===== src/rtl/cl_dmem_ctrl.sv =====
// cl_dmem_ctrl: MEM-stage data-memory controller (one valid/yumi request per op).
// Ports: decoded op flags/addr/data in; dmem req/resp; stall, load result, error pulses out.
module cl_dmem_ctrl #(
  parameter int ADDR_WIDTH = 32,
  parameter int TIMEOUT    = 255
) (
  input  logic                  clk,
  input  logic                  reset,
  input  logic                  valid_i,
  input  logic                  is_mem_op_i,
  input  logic                  is_load_op_i,
  input  logic                  is_store_op_i,
  input  logic                  is_byte_op_i,
  input  logic [ADDR_WIDTH-1:0] addr_i,
  input  logic [31:0]           store_data_i,
  output logic                  req_valid_o,
  input  logic                  req_yumi_i,
  output logic                  req_we_o,
  output logic [ADDR_WIDTH-3:0] req_addr_o,
  output logic [31:0]           req_wdata_o,
  output logic [3:0]            req_mask_o,
  input  logic                  resp_valid_i,
  input  logic [31:0]           resp_data_i,
  output logic                  stall_o,
  output logic                  load_valid_o,
  output logic [31:0]           load_data_o,
  output logic                  err_misalign_o,
  output logic                  err_timeout_o
);

  typedef enum logic [1:0] {
    IDLE,
    REQ,
    WAIT_RESP,
    DONE
  } state_t;

  // Last WAIT_RESP cycle: the counter starts at 0 on entry.
  localparam logic [7:0] TO_LAST = 8'(TIMEOUT - 1);

  state_t                state_q, state_d;
  logic [ADDR_WIDTH-1:0] addr_q, addr_d;
  logic [31:0]           sdata_q, sdata_d;
  logic                  load_q, load_d;
  logic                  store_q, store_d;
  logic                  byte_q, byte_d;
  logic                  mis_q, mis_d;
  logic                  tmo_q, tmo_d;
  logic                  lok_q, lok_d;
  logic [7:0]            cnt_q, cnt_d;
  logic [31:0]           ld_q, ld_d;

  logic                  start;
  logic                  misalign;
  logic [7:0]            lane;
  logic [31:0]           aligned;
  logic [31:0]           wdata;
  logic [3:0]            mask;

  assign start    = valid_i & is_mem_op_i;
  assign misalign = ~is_byte_op_i & (addr_i[1:0] != 2'b00);

  always_comb begin
    unique case (addr_q[1:0])
      2'd0: lane = resp_data_i[7:0];
      2'd1: lane = resp_data_i[15:8];
      2'd2: lane = resp_data_i[23:16];
      2'd3: lane = resp_data_i[31:24];
    endcase
    aligned = byte_q ? {24'b0, lane} : resp_data_i;
  end

  assign wdata = byte_q ? {4{sdata_q[7:0]}} : sdata_q;
  assign mask  = (store_q & byte_q) ? (4'b0001 << addr_q[1:0]) : 4'b1111;

  always_comb begin
    state_d        = state_q;
    addr_d         = addr_q;
    sdata_d        = sdata_q;
    load_d         = load_q;
    store_d        = store_q;
    byte_d         = byte_q;
    mis_d          = mis_q;
    tmo_d          = tmo_q;
    lok_d          = lok_q;
    cnt_d          = cnt_q;
    ld_d           = ld_q;
    stall_o        = 1'b0;
    req_valid_o    = 1'b0;
    req_we_o       = 1'b0;
    req_addr_o     = '0;
    req_wdata_o    = '0;
    req_mask_o     = '0;
    load_valid_o   = 1'b0;
    load_data_o    = '0;
    err_misalign_o = 1'b0;
    err_timeout_o  = 1'b0;
    unique case (state_q)
      IDLE: begin
        stall_o = start;
        if (start) begin
          addr_d  = addr_i;
          sdata_d = store_data_i;
          load_d  = is_load_op_i;
          store_d = is_store_op_i;
          byte_d  = is_byte_op_i;
          mis_d   = misalign;
          tmo_d   = 1'b0;
          lok_d   = 1'b0;
          ld_d    = '0;
          cnt_d   = '0;
          state_d = misalign ? DONE : REQ;
        end
      end
      REQ: begin
        stall_o     = 1'b1;
        req_valid_o = 1'b1;
        req_we_o    = store_q;
        req_addr_o  = addr_q[ADDR_WIDTH-1:2];
        req_wdata_o = wdata;
        req_mask_o  = mask;
        if (req_yumi_i) begin
          cnt_d = '0;
          if (!load_q) begin
            state_d = DONE;
          end else if (resp_valid_i) begin
            ld_d    = aligned;
            lok_d   = 1'b1;
            state_d = DONE;
          end else begin
            state_d = WAIT_RESP;
          end
        end
      end
      WAIT_RESP: begin
        stall_o = 1'b1;
        cnt_d   = cnt_q + 8'd1;
        // A response in the final cycle still wins over the timeout.
        if (resp_valid_i) begin
          ld_d    = aligned;
          lok_d   = 1'b1;
          state_d = DONE;
        end else if (cnt_q == TO_LAST) begin
          ld_d    = '0;
          tmo_d   = 1'b1;
          state_d = DONE;
        end
      end
      DONE: begin
        load_valid_o   = lok_q;
        load_data_o    = ld_q;
        err_misalign_o = mis_q;
        err_timeout_o  = tmo_q;
        state_d        = IDLE;
      end
      default: state_d = IDLE;
    endcase
  end

  always_ff @(posedge clk or posedge reset) begin
    if (reset) begin
      state_q <= IDLE;
      addr_q  <= '0;
      sdata_q <= '0;
      load_q  <= 1'b0;
      store_q <= 1'b0;
      byte_q  <= 1'b0;
      mis_q   <= 1'b0;
      tmo_q   <= 1'b0;
      lok_q   <= 1'b0;
      cnt_q   <= '0;
      ld_q    <= '0;
    end else begin
      state_q <= state_d;
      addr_q  <= addr_d;
      sdata_q <= sdata_d;
      load_q  <= load_d;
      store_q <= store_d;
      byte_q  <= byte_d;
      mis_q   <= mis_d;
      tmo_q   <= tmo_d;
      lok_q   <= lok_d;
      cnt_q   <= cnt_d;
      ld_q    <= ld_d;
    end
  end

endmodule


===== config.mk =====
export PLATFORM = sky130hd
export DESIGN_NAME = cl_dmem_ctrl
export DESIGN_NICKNAME = d
export VERILOG_FILES = /design/src/rtl/cl_dmem_ctrl.sv
export SDC_FILE = /design/constraint.sdc
export NUM_CORES = 1
export LEC_CHECK = 0
export BUFFER_PORTS_ARGS = -buffer_cell sky130_fd_sc_hd__buf_2
export CORE_MARGIN = 3
export CORE_UTILIZATION = 30
export CTS_BUF_LIST = sky130_fd_sc_hd__clkbuf_8
export CTS_CLUSTER_DIAMETER = 60
export DETAILED_ROUTE_END_ITERATION = 10
export GPL_ROUTABILITY_DRIVEN = 1
export GPL_TIMING_DRIVEN = 0
export PLACE_DENSITY = 0.56
export SETUP_SLACK_MARGIN = 0.5
export SYNTH_ARGS = -nofsm -noshare
export SYNTH_HDL_FRONTEND = slang
export SYNTH_SLANG_ARGS = --single-unit

===== constraint.sdc =====
create_clock -name clk -period 4.64 [get_ports clk]
set_input_delay 0.464 -clock clk [delete_from_list [all_inputs] [get_ports clk]]
set_output_delay 0.464 -clock clk [all_outputs]
set_load 0.02 [all_outputs]

==> results.md, run 1 <==
- Clock buffer depth: 2
- Maxcap violations: 0
- Hpwl dp: roughly 13000 µm
- Routed length on met3: 1280 µm
- DRT Pass-1 Iters: 4
- Syn nets: roughly 660
- Final GP Congestion: 0.807
- Via count of the first global-routing pass: 4809
- Core footprint: 0.0189 mm²
- WL met1: 7720 µm
- Post-synth EDFFs: 0
- Async set-reset flop share out of synthesis: 1.00
- DRC: 0
- Critical Path End Type: output pin
- DRT antenna net count: 0
- Initial antenna violation count: 2
- Worst skew pair latency: 390 ps
- First-pass GRT wire length: 26800 µm
- Synth unique cells: 41
- Max Slew Vio Count: 0
- Startpoint types: flip-flop
- Netlist Area Pre-Place: about 0.0058 mm²
- Met2 WL: 7370 µm
- CP arrival: 2630 ps
- Power per Cell Area: 643 mW/mm²
- I/O Buffers: ~210
- Wire per inst: between 15 and 20 µm
- Main area contributors after synthesis: dfrtp_1 48%, mux2_2 13%, and2_1 8.2%
- Most used DFF post-synth: dfrtp_1
- Mapped Cells: 546
- Post-synth top area share: 0.482
- Fill cell count: 1986
- Layout cells sized above 1: 0.398
- CTS Buf Count: 9
- # setup viols final: 0
- Layout net count: 878
- Root buffer cell: clkbuf_8
- RSZ-0062 raised after global routing: no
- Initial Util: 0.308
- Die Wd: 145 µm
- Largest net degree at the start of global routing: 87
- Most area-hungry cell type in the Yosys netlist: dfrtp_1
- Fmax: 0.323 GHz
- Final Hold Slack: 27.1 ps
- Fin crit period: 3100 ps
- Register area share after synthesis: 0.482
- IO Pins: 209
- Largest family of logic cells by synthesized area: multiplexers
- Worst EP required: 4180 ps
- Synthesized area per cell: between 10 and 15 µm²
- Vias: 4660
- Worst slew pin tran: 723 ps
- Post-Synth Simple-Gate Area: 0.183
- Iteration-0 DRC Markers: 149
- Final Hold Viols: 0
- Crit path max fanout: 10
- Final period util: 0.667
- Post-synthesis mux area share: 0.206
- Setup Buffers After CTS: 0
- Status: complete, no violations
- R2r setup slk: 2130 ps
- Post-synthesis compound-gate area fraction: 0.0674
- TritonCTS clock tree: yes
- Area grow syn2layout: 27.6%
- Seq cells post-synth: 112
- Peak VDD IR: 0.242 mV
- Clock Pin Slew Worst Setup and Hold Paths: 110 ps
- Multi-input gate area: 0.00275 mm²
- WS Path Type: flip-flop to output pin
- Die Ht: around 150 µm
- Clk_skew: 14.8 ps
- Clock Sink Count: 112
- Std cell rows: 50
- Final Power: 4.76 mW
- Vias per cell: 4.52
- Post-Synth Adder-Cell Area: 0.0151
- Synth Area in XOR/XNOR: 0.00151
- Max-slew headroom: 0.518
- Post-cts sizing count: 0
- Static Leak: 3.74 nW
- Reg area: ~0.0028 mm²
- Post-cts hold buffer count: 0
- DIE AREA: 0.0211 mm²
- Total Neg Setup Slack: 0 ps
- Final wirelength: 16600 µm
- Top sig layer: met5
- Max H-tree Level: 3
- Aggregate global routing overflow: 0
- Ant. Diodes: 0
- Hold/Removal Path Class: input port to asynchronous set/reset pin
- Syn. warnings: 0
- Gr usage total: 0.159
per-layer routing:
layer	track usage	vias up
met5	0	-
met4	0.0489	4
met3	0.0493	19
met2	0.243	169
met1	0.216	2202
li1	-	2266
registers in the layout (all words and copies together), names as in the netlist, 2 cells and up:
signal and cells:
addr_q 32, ld_q 32, sdata_q 32, cnt_q 8, state_q 2
cells by family (layout without fill, tap and decap cells):
family	count (synthesis)	count (layout)
simple gates	192	192
xor+xnor	1	1
compound gates	59	59
flops	112	112
mux	110	110
buf+inv	65	290
fa+ha+maj	7	7
report_power, final:
group,total (mW),switching [mW],internal (mW)
combinational,2.48,1.45,1.03
sequential,1.66,0.243,1.42
clock,0.618,0.362,0.256
worst paths after layout:
path / startpoint / end / cells after the start
max: state_q[1] / req_wdata_o[14] / 7
min: reset / addr_q[8] / 2
max reg2reg: state_q[1] / ld_q[3] / 7
min reg2reg: ld_q[0] / ld_q[0] / 1
max in group asynchronous: reset / load_q / 3
min in group clk: addr_i[26] / addr_q[26] / 2
cells in the final DEF, fill, tap and decap left out, types with 2 or more instances in the layout:
master | synthesis | routed
a21oi_1 | 32 | 32
nand3_1 | 6 | 6
o31ai_1 | 2 | 2
o21ai_0 | 7 | 7
ha_1 | 7 | 7
clkbuf_1 | 26 | 26
dfrtp_1 | 112 | 112
nor4_1 | 3 | 3
clkinvlp_4 | 0 | 2
nor2b_1 | 3 | 3
mux2i_1 | 33 | 33
and2_1 | 76 | 76
buf_2 | 5 | 213
mux2_2 | 69 | 69
clkbuf_8 | 0 | 9
nor2_1 | 20 | 20
nor3b_1 | 8 | 8
mux2_1 | 8 | 8
nand2_1 | 42 | 42
nand2b_1 | 26 | 26
a2111oi_0 | 8 | 8
inv_6 | 0 | 2
inv_1 | 32 | 31
cells in the mapped netlist (all sizes together), types with 2 or more instances:
cell	instances
o21ai	8
dfrtp	112
and2	77
ha	7
nor2	20
nor4	3
mux2i	33
nor2b	4
clkbuf	26
a21oi	32
buf	7
nand2b	26
inv	32
a2111oi	9
nand2	42
nand3	6
mux2	77
nor3b	9
o211ai	2
o31ai	2
layout make-up:
cell class / instances / share of cell area
inverter: 32 / 0.0169
buffer: 33 / 0.0186
timing repair buffer: 209 / 0.144
tap: 260 / 0.0439
sequential: 112 / 0.378
clock buffer: 9 / 0.0167
multi-input combinational: 369 / 0.371
clock inverter: 7 / 0.0106
through the flow:
step | worst slack [ps] | area [µm²] | util | cells
final | 1540 | 7410 | 0.392 | 1031
after global routing | 1260 | 7410 | 0.392 | 1031
after CTS | 1400 | 7410 | 0.392 | 1031
after global placement | -479 | 7180 | 0.380 | 1014
after detailed placement | 1880 | 7210 | 0.382 | 1015
after floorplan | 1220 | 5810 | - | 546
worst max-delay path: stages (launching register included):
cell and delay, ps:
dfrtp_1 470, inv_1 90, ha_1 370, inv_1 190, clkbuf_1 390, clkbuf_1 430, a21oi_1 120, buf_2 190
Power figures use the tool's default switching activity.
==> inputs of run 2 (changes only) <==
--- a/config.mk
+++ b/config.mk
@@ -13,7 +13,7 @@
 export DETAILED_ROUTE_END_ITERATION = 10
 export GPL_ROUTABILITY_DRIVEN = 1
 export GPL_TIMING_DRIVEN = 0
-export PLACE_DENSITY = 0.56
+export PLACE_DENSITY = 0.58
 export SETUP_SLACK_MARGIN = 0.5
 export SYNTH_ARGS = -nofsm -noshare
 export SYNTH_HDL_FRONTEND = slang
==> constraint.sdc (replaced) <==
create_clock -name clk -period 2.8 [get_ports clk]
set_input_delay 0.28 -clock clk [delete_from_list [all_inputs] [get_ports clk]]
set_output_delay 0.28 -clock clk [all_outputs]
set_load 0.02 [all_outputs]
==> run 2 against run 1 <==
Net effect:
- total power up 74%
- design area up 3.7%
- flip-flop and latch count unchanged
- first-iteration DRC count down 19%
- count of clock-buffer cells in the layout up 2
- utilization up 1.4 points
- global-route usage up 0.35 points
- sequential share of layout area down 1.3 points
- cell count up 1.2%
- combinational power up 81%
- die area unchanged
- largest cell class is now multi-input combinational cells
- largest power group unchanged
- highest routed layer is now met4
==> results.md, run 2 (synthesis results as in run 1) <==
- RSZ-0062 raised after global routing: no
- R2r setup slk: 600 ps (-1530 ps)
- Hpwl dp: 13100 µm (+2.2%)
- Power per Cell Area: 1080 mW/mm² (+68%)
- Clock Sink Count: 112 (unchanged)
- CTS Buf Count: 9 (unchanged)
- Setup WS post-layout: 595 ps (-948 ps)
- Root buffer cell: clkbuf_8
- Final Hold Slack: 118 ps (+91.0 ps)
- Vias: 4732 (+1.5%)
- Cell Chain, Critical Path: inv_2, ha_4, inv_1, buf_4, clkbuf_4, a21oi_1, buf_2
- Inst Count DP: 1017 (+0.20%)
- Layout cells sized above 1: 0.437 (+0.0392)
- Worst-case reg-to-reg path depth: 7 (unchanged)
- Worst slack at placement: 222 ps (-1660 ps)
- CP arrival: 1920 ps (-710 ps)
- Max H-tree Level: 3 (unchanged)
- Gr usage total: 0.162 (+0.00355)
- Worst EP required: 2520 ps (-1660 ps)
- Placed Instance Area: 0.00724 mm² (+0.43%)
- Worst slew pin tran: 771 ps (+47.7 ps)
- Final Non-Filler Cells: 1043 (+1.2%)
- DRT Pass-1 Iters: 4 (unchanged)
- Core footprint: 0.0189 mm² (unchanged)
- Origin of the critical flop-to-flop path: state_q[0]
- Crit-path max cell delay: 430 ps (-40 ps)
- Final Hold Viols: 0 (unchanged)
- Startpoint types: flip-flop
- Static Leak: 3.86 nW (+3.2%)
- Critical Path End Type: output pin
- Max-slew headroom: 0.486 (-0.0318)
- Crit path max fanout: 10 (unchanged)
- Initial Util: 0.308 (unchanged)
- WS Path Type: flip-flop to output pin
- First-pass GRT wire length: 27100 µm (+1.2%)
- Die Ht: 145 µm (unchanged)
- Wire per inst: 16.5 µm (+2.4%)
- Vias per cell: 4.54 (+0.38%)
- DIE AREA: 0.0211 mm² (unchanged)
- Area grow syn2layout: 32.3%
- Fill cell count: 1955 (-1.6%)
- Max stage delay cell, worst path: dfrtp_2
- Clock Pin Slew Worst Setup and Hold Paths: 120 ps (about the same)
- Final Power: 8.31 mW (+74%)
- Total Neg Setup Slack: 0 ps (unchanged)
- Iteration-0 DRC Markers: 120 (-19%)
- Maxcap violations: 0 (unchanged)
- Layout net count: 890 (+1.4%)
- Max Slew Vio Count: 0 (unchanged)
- Peak VDD IR: 0.417 mV (+73%)
- # setup viols final: 0 (unchanged)
- IO Pins: 209 (unchanged)
- DRT antenna net count: 0 (unchanged)
- Hold_sp: is_load_op_i
- Clk_skew: 15.2 ps (+0.326 ps)
- Buf+Inv Stages, Crit Path: 5 (unchanged)
- Hold/Removal Path Class: input port to flip-flop
- Aggregate global routing overflow: 0 (unchanged)
- Initial antenna violation count: 1 (-1)
- DRC: 0 (unchanged)
- Final period util: 0.787
- Worst Hold Depth: 2
- Final core utilization: 0.407 (+0.0144)
- Die Wd: 145 µm (unchanged)
- Worst skew pair latency: 390 ps (about the same)
- Largest net degree at the start of global routing: 36 (-59%)
- I/O Buffers: 208 (unchanged)
- Post-route cell area: 0.00768 mm² (+3.7%)
- Clock buffer depth: 2 (unchanged)
- Status: complete, no violations
- TritonCTS clock tree: yes
- Std cell rows: 50 (unchanged)
- Via count of the first global-routing pass: 4866 (+1.2%)
- Top Registers: addr_q (32), ld_q (32), sdata_q (32)
- Fin crit period: ~2200 ps
- Hold Path Sink: load_q
- Final wirelength: 17200 µm (+3.6%)
- Commonest cells after routing, fill and taps aside: 203 x buf_2, 110 x dfrtp_1, 76 x and2_1, 69 x mux2_2, 39 x nand2_1
- Commonest non-fill, non-tap cell in the layout: buf_2
- Final GP Congestion: 0.785 (-2.7%)
- Top delay family on crit path: buffers and inverters
- R2r endpoint: cnt_q[7]
- Fmax: 0.454 GHz
## run 2: changes by cell type in the layout (fill, tap and decap cells not counted), sizes merged
cell / delta
clkinv: -1
diode: +1
clkbuf: -2
dlygate4sd3: +1
inv: -3
clkinvlp: +1
buf: +15
## run 2: layout make-up
class	count	area, µm²	area share
plain buffers	33	191	0.0249
clock inverters	4	53.8	0.00700
diodes	1	2.50	0.000326
multi-input cells	369	2810	0.365
inverters	32	124	0.0161
well taps	260	325	0.0423
flip-flops and latches	112	2810	0.365
clock buffers	11	151	0.0197
repair buffers	221	1220	0.159
## run 2: timing repair
item | CTS | global route
setup endpoints to repair | 163 | 104
pin swaps | 1 | 2
hold buffers | 1 | 0
setup buffers | 4 | 5
endpoints found under the hold margin | 15 | 0
gates resized for setup | 28 | 32
gates cloned | 0 | 0
## run 2: routing by layer
layer	vias to the layer above	global-route usage	share of wire
li1	2295	-	-
met3	15	0.0512	0.067
met2	162	0.262	0.46
met4	0	0.0456	0.016
met5	-	0	0
met1	2260	0.211	0.46
## run 2: worst max-delay path by stage
stage | slack, ps | startpoint | endpoint | cells after the start
global placement | 230 | state_q[0] | stall_o | 6
floorplan | 640 | state_q[1] | ld_q[0] | 7
finish | 600 | state_q[1] | req_wdata_o[22] | 7
detailed placement | 220 | state_q[0] | stall_o | 6
CTS | 440 | state_q[0] | stall_o | 6
global route | 500 | state_q[0] | ld_q[3] | 7
## run 2: worst register-to-register path, delay by kind of cell, from the launching register on
kind,cells,cell delay (ps)
adder cells (fa/ha/maj),1,210
AND/OR/NAND/NOR,2,840
flip-flops,1,470
AO/OA/AOI/OAI,2,340
buffers and inverters,2,290
## run 2: where the power goes
part           internal (mW)  total, mW  switching (mW)
Sequential              2.36       2.77           0.409
Combinational           1.98       4.49            2.51
Clock                  0.461       1.05           0.593
Total                   4.80       8.31            3.51
==> inputs of run 3 (changes only) <==
--- a/config.mk
+++ b/config.mk
@@ -13,7 +13,7 @@
 export DETAILED_ROUTE_END_ITERATION = 10
 export GPL_ROUTABILITY_DRIVEN = 1
 export GPL_TIMING_DRIVEN = 0
-export PLACE_DENSITY = 0.58
+export PLACE_DENSITY = 0.56
 export SETUP_SLACK_MARGIN = 0.5
 export SYNTH_ARGS = -nofsm -noshare
 export SYNTH_HDL_FRONTEND = slang
==> constraint.sdc (replaced) <==
create_clock -name clk -period 2.2 [get_ports clk]
set_input_delay 0.22 -clock clk [delete_from_list [all_inputs] [get_ports clk]]
set_output_delay 0.22 -clock clk [all_outputs]
set_load 0.02 [all_outputs]
==> run 3 against run 2 <==
Net effect:
- the run now ends with hold timing left
- total power is 70% higher
- largest power group unchanged
- via count rose by 4.0%
- cell count is 3.5% higher
==> results.md, run 3 (synthesis results as in run 1) <==
- Status: finished with violations
- Failing checks: hold timing
- Final GP Congestion: 0.801 (+1.9%)
- Clk_skew: 12.2 ps (-3.00 ps)
- I/O Buffers: 208 (unchanged)
- Max H-tree Level: 3 (unchanged)
- CP arrival: 2380 ps (+460 ps)
- Origin of the critical flop-to-flop path: state_q[0]
- Hold/Removal Path Class: input port to asynchronous set/reset pin
- Iteration-0 DRC Markers: 109 (-9.2%)
- Core footprint: 0.0189 mm² (unchanged)
- Clock Sink Count: 112 (unchanged)
- Placed Instance Area: 0.00740 mm² (+2.2%)
- RSZ-0062 raised after global routing: yes
- First-pass GRT wire length: 29300 µm (+8.1%)
- Initial Util: 0.308 (unchanged)
- Critical Path End Type: flip-flop
- DIE AREA: 0.0211 mm² (unchanged)
- TritonCTS clock tree: yes
- Die Wd: 145 µm (unchanged)
- Top Registers: addr_q (32), ld_q (32), sdata_q (32)
- Static Leak: 4.55 nW (+18%)
- Setup WS post-layout: 129 ps (-466 ps)
- Maxcap violations: 0 (unchanged)
- Vias: 4921 (+4.0%)
- Commonest non-fill, non-tap cell in the layout: buf_2
- Crit-path most repeated cell: buf_6
- Final Non-Filler Cells: 1080 (+3.5%)
- Total Neg Setup Slack: 0 ps (unchanged)
- Largest net degree at the start of global routing: 40 (+11%)
- Inst Count DP: 1016 (-0.098%)
- Ant. Diodes: 0 (-1)
- CTS Buf Count: 9 (unchanged)
- Layout cells sized above 1: 0.615 (+0.177)
- Peak VDD IR: 0.662 mV (+59%)
- Via count of the first global-routing pass: 5086 (+4.5%)
- Final core utilization: 0.508 (+0.101)
- Wire per inst: 17.8 µm (+7.9%)
- # setup viols final: 0 (unchanged)
- Vias per cell: 4.56 (+0.43%)
- Clock Pin Slew Worst Setup and Hold Paths: 120 ps (about the same)
- Aggregate global routing overflow: 0 (unchanged)
- Root buffer cell: clkbuf_8
- DRT Pass-1 Iters: 4 (unchanged)
- Max stage delay cell, worst path: or4_4
- Post-route cell area: 0.00960 mm² (+25%)
- Max Slew Vio Count: 0 (unchanged)
- Cell Chain, Critical Path: buf_6, ha_4, or3_4, buf_6, or4_4, a21oi_2
- Buf+Inv Stages, Crit Path: 2 (-3)
- Gr usage total: 0.175 (+0.0128)
- Power per Cell Area: 1470 mW/mm² (+36%)
- Die Ht: 145 µm (unchanged)
- Final Hold Slack: -2.61 ps (-121 ps)
- DRC: 0 (unchanged)
- Hpwl dp: 13300 µm (+1.9%)
- IO Pins: 209 (unchanged)
- Initial antenna violation count: 4 (+3)
- Worst EP required: 2510 ps (about the same)
- Crit-path max cell delay: 510 ps (+80 ps)
- Startpoint types: flip-flop
- Worst slew pin tran: 886 ps (+115 ps)
- Max-slew headroom: 0.408 (-0.0781)
- Area grow syn2layout: 65.2%
- R2r setup slk: 130 ps (-470 ps)
- Final period util: 0.941
- Crit path max fanout: 6 (-4)
- Std cell rows: 50 (unchanged)
- Fin crit period: roughly 2100 ps
- Final Hold Viols: 9 (+9)
- Layout net count: 927 (+4.2%)
- Final wirelength: 19300 µm (+12%)
- Fmax: 0.483 GHz
- WS Path Type: flip-flop to flip-flop
- DRT antenna net count: 0 (unchanged)
- CP startpoint: state_q[0]
- Top delay family on crit path: simple AND/OR/NAND/NOR gates
- Commonest cells after routing, fill and taps aside: 129 x buf_2, 110 x dfrtp_1, 88 x buf_6, 69 x mux2_2, 42 x and2_4
- Worst slack at placement: -163 ps (-384 ps)
- Clock buffer depth: 2 (unchanged)
- Worst skew pair latency: 390 ps (about the same)
==> run 3: changes by cell type in the layout (fill, tap and decap cells not counted), moves of 22 or more <==
cell	previous run	this run
and2_4	0	42
a21oi_4	0	22
a21oi_1	31	4
buf_6	2	88
and2_1	76	34
buf_2	203	129
==> run 3: worst register-to-register path, cell delays in order, from the launching register on <==
cell and delay [ps]:
dfrtp_2 470, buf_6 140, ha_4 200, or3_4 400, buf_6 120, or4_4 510, a21oi_2 160
==> run 3: per-stage QoR <==
stage | hold WS (ps) | total power, mW
5_1_grt | 25.3 | 15.0
3_5_place_dp | 452 | 9.33
6_report | -2.61 | 14.1
2_1_floorplan | 354 | 7.61
4_1_cts | 2.25 | 13.1
3_3_place_gp | 451 | 9.28
==> run 3: final timing paths <==
check | end | cells past startpoint
max in group asynchronous | ld_q[26] | 3
worst max register to register | cnt_q[7] | 6
worst min-delay path | addr_q[10] | 2
worst min register to register | tmo_q | 2
min in group clk | addr_q[22] | 2
worst max-delay path | cnt_q[7] | 6
==> run 3: repair_timing <==
item                                    4_1_cts  5_1_grt
hold buffers                                  0        0
pin swaps                                    22       10
gates cloned                                  4        6
buffers inserted                             23       15
gates resized for setup                     297      121
endpoints found under the setup margin      209      213
endpoints found under the hold margin         0        0
==> run 3: power by group <==
part	switching, mW	internal, mW
logic	4.28	4.97
registers	0.626	3.00
clock network	0.759	0.482
total	5.66	8.46
==> run 3: routing by layer <==
layer,wire [µm],part of all wire,up-vias,track usage
met2,9050,0.47,171,0.273
met4,283,0.015,8,0.0494
met5,61,0.0032,-,0
met3,1370,0.071,25,0.0568
met1,8500,0.44,2347,0.235
li1,-,-,2370,-
==> run 3: layout make-up <==
cell class	instances	area, µm²
Buffer	33	543
Clock buffer	11	151
Clock inverter	5	37.5
Fill cell	1775	9290
Inverter	32	129
Multi-Input combinational cell	369	3460
Sequential cell	112	2810
Tap cell	260	325
Timing Repair Buffer	258	2150
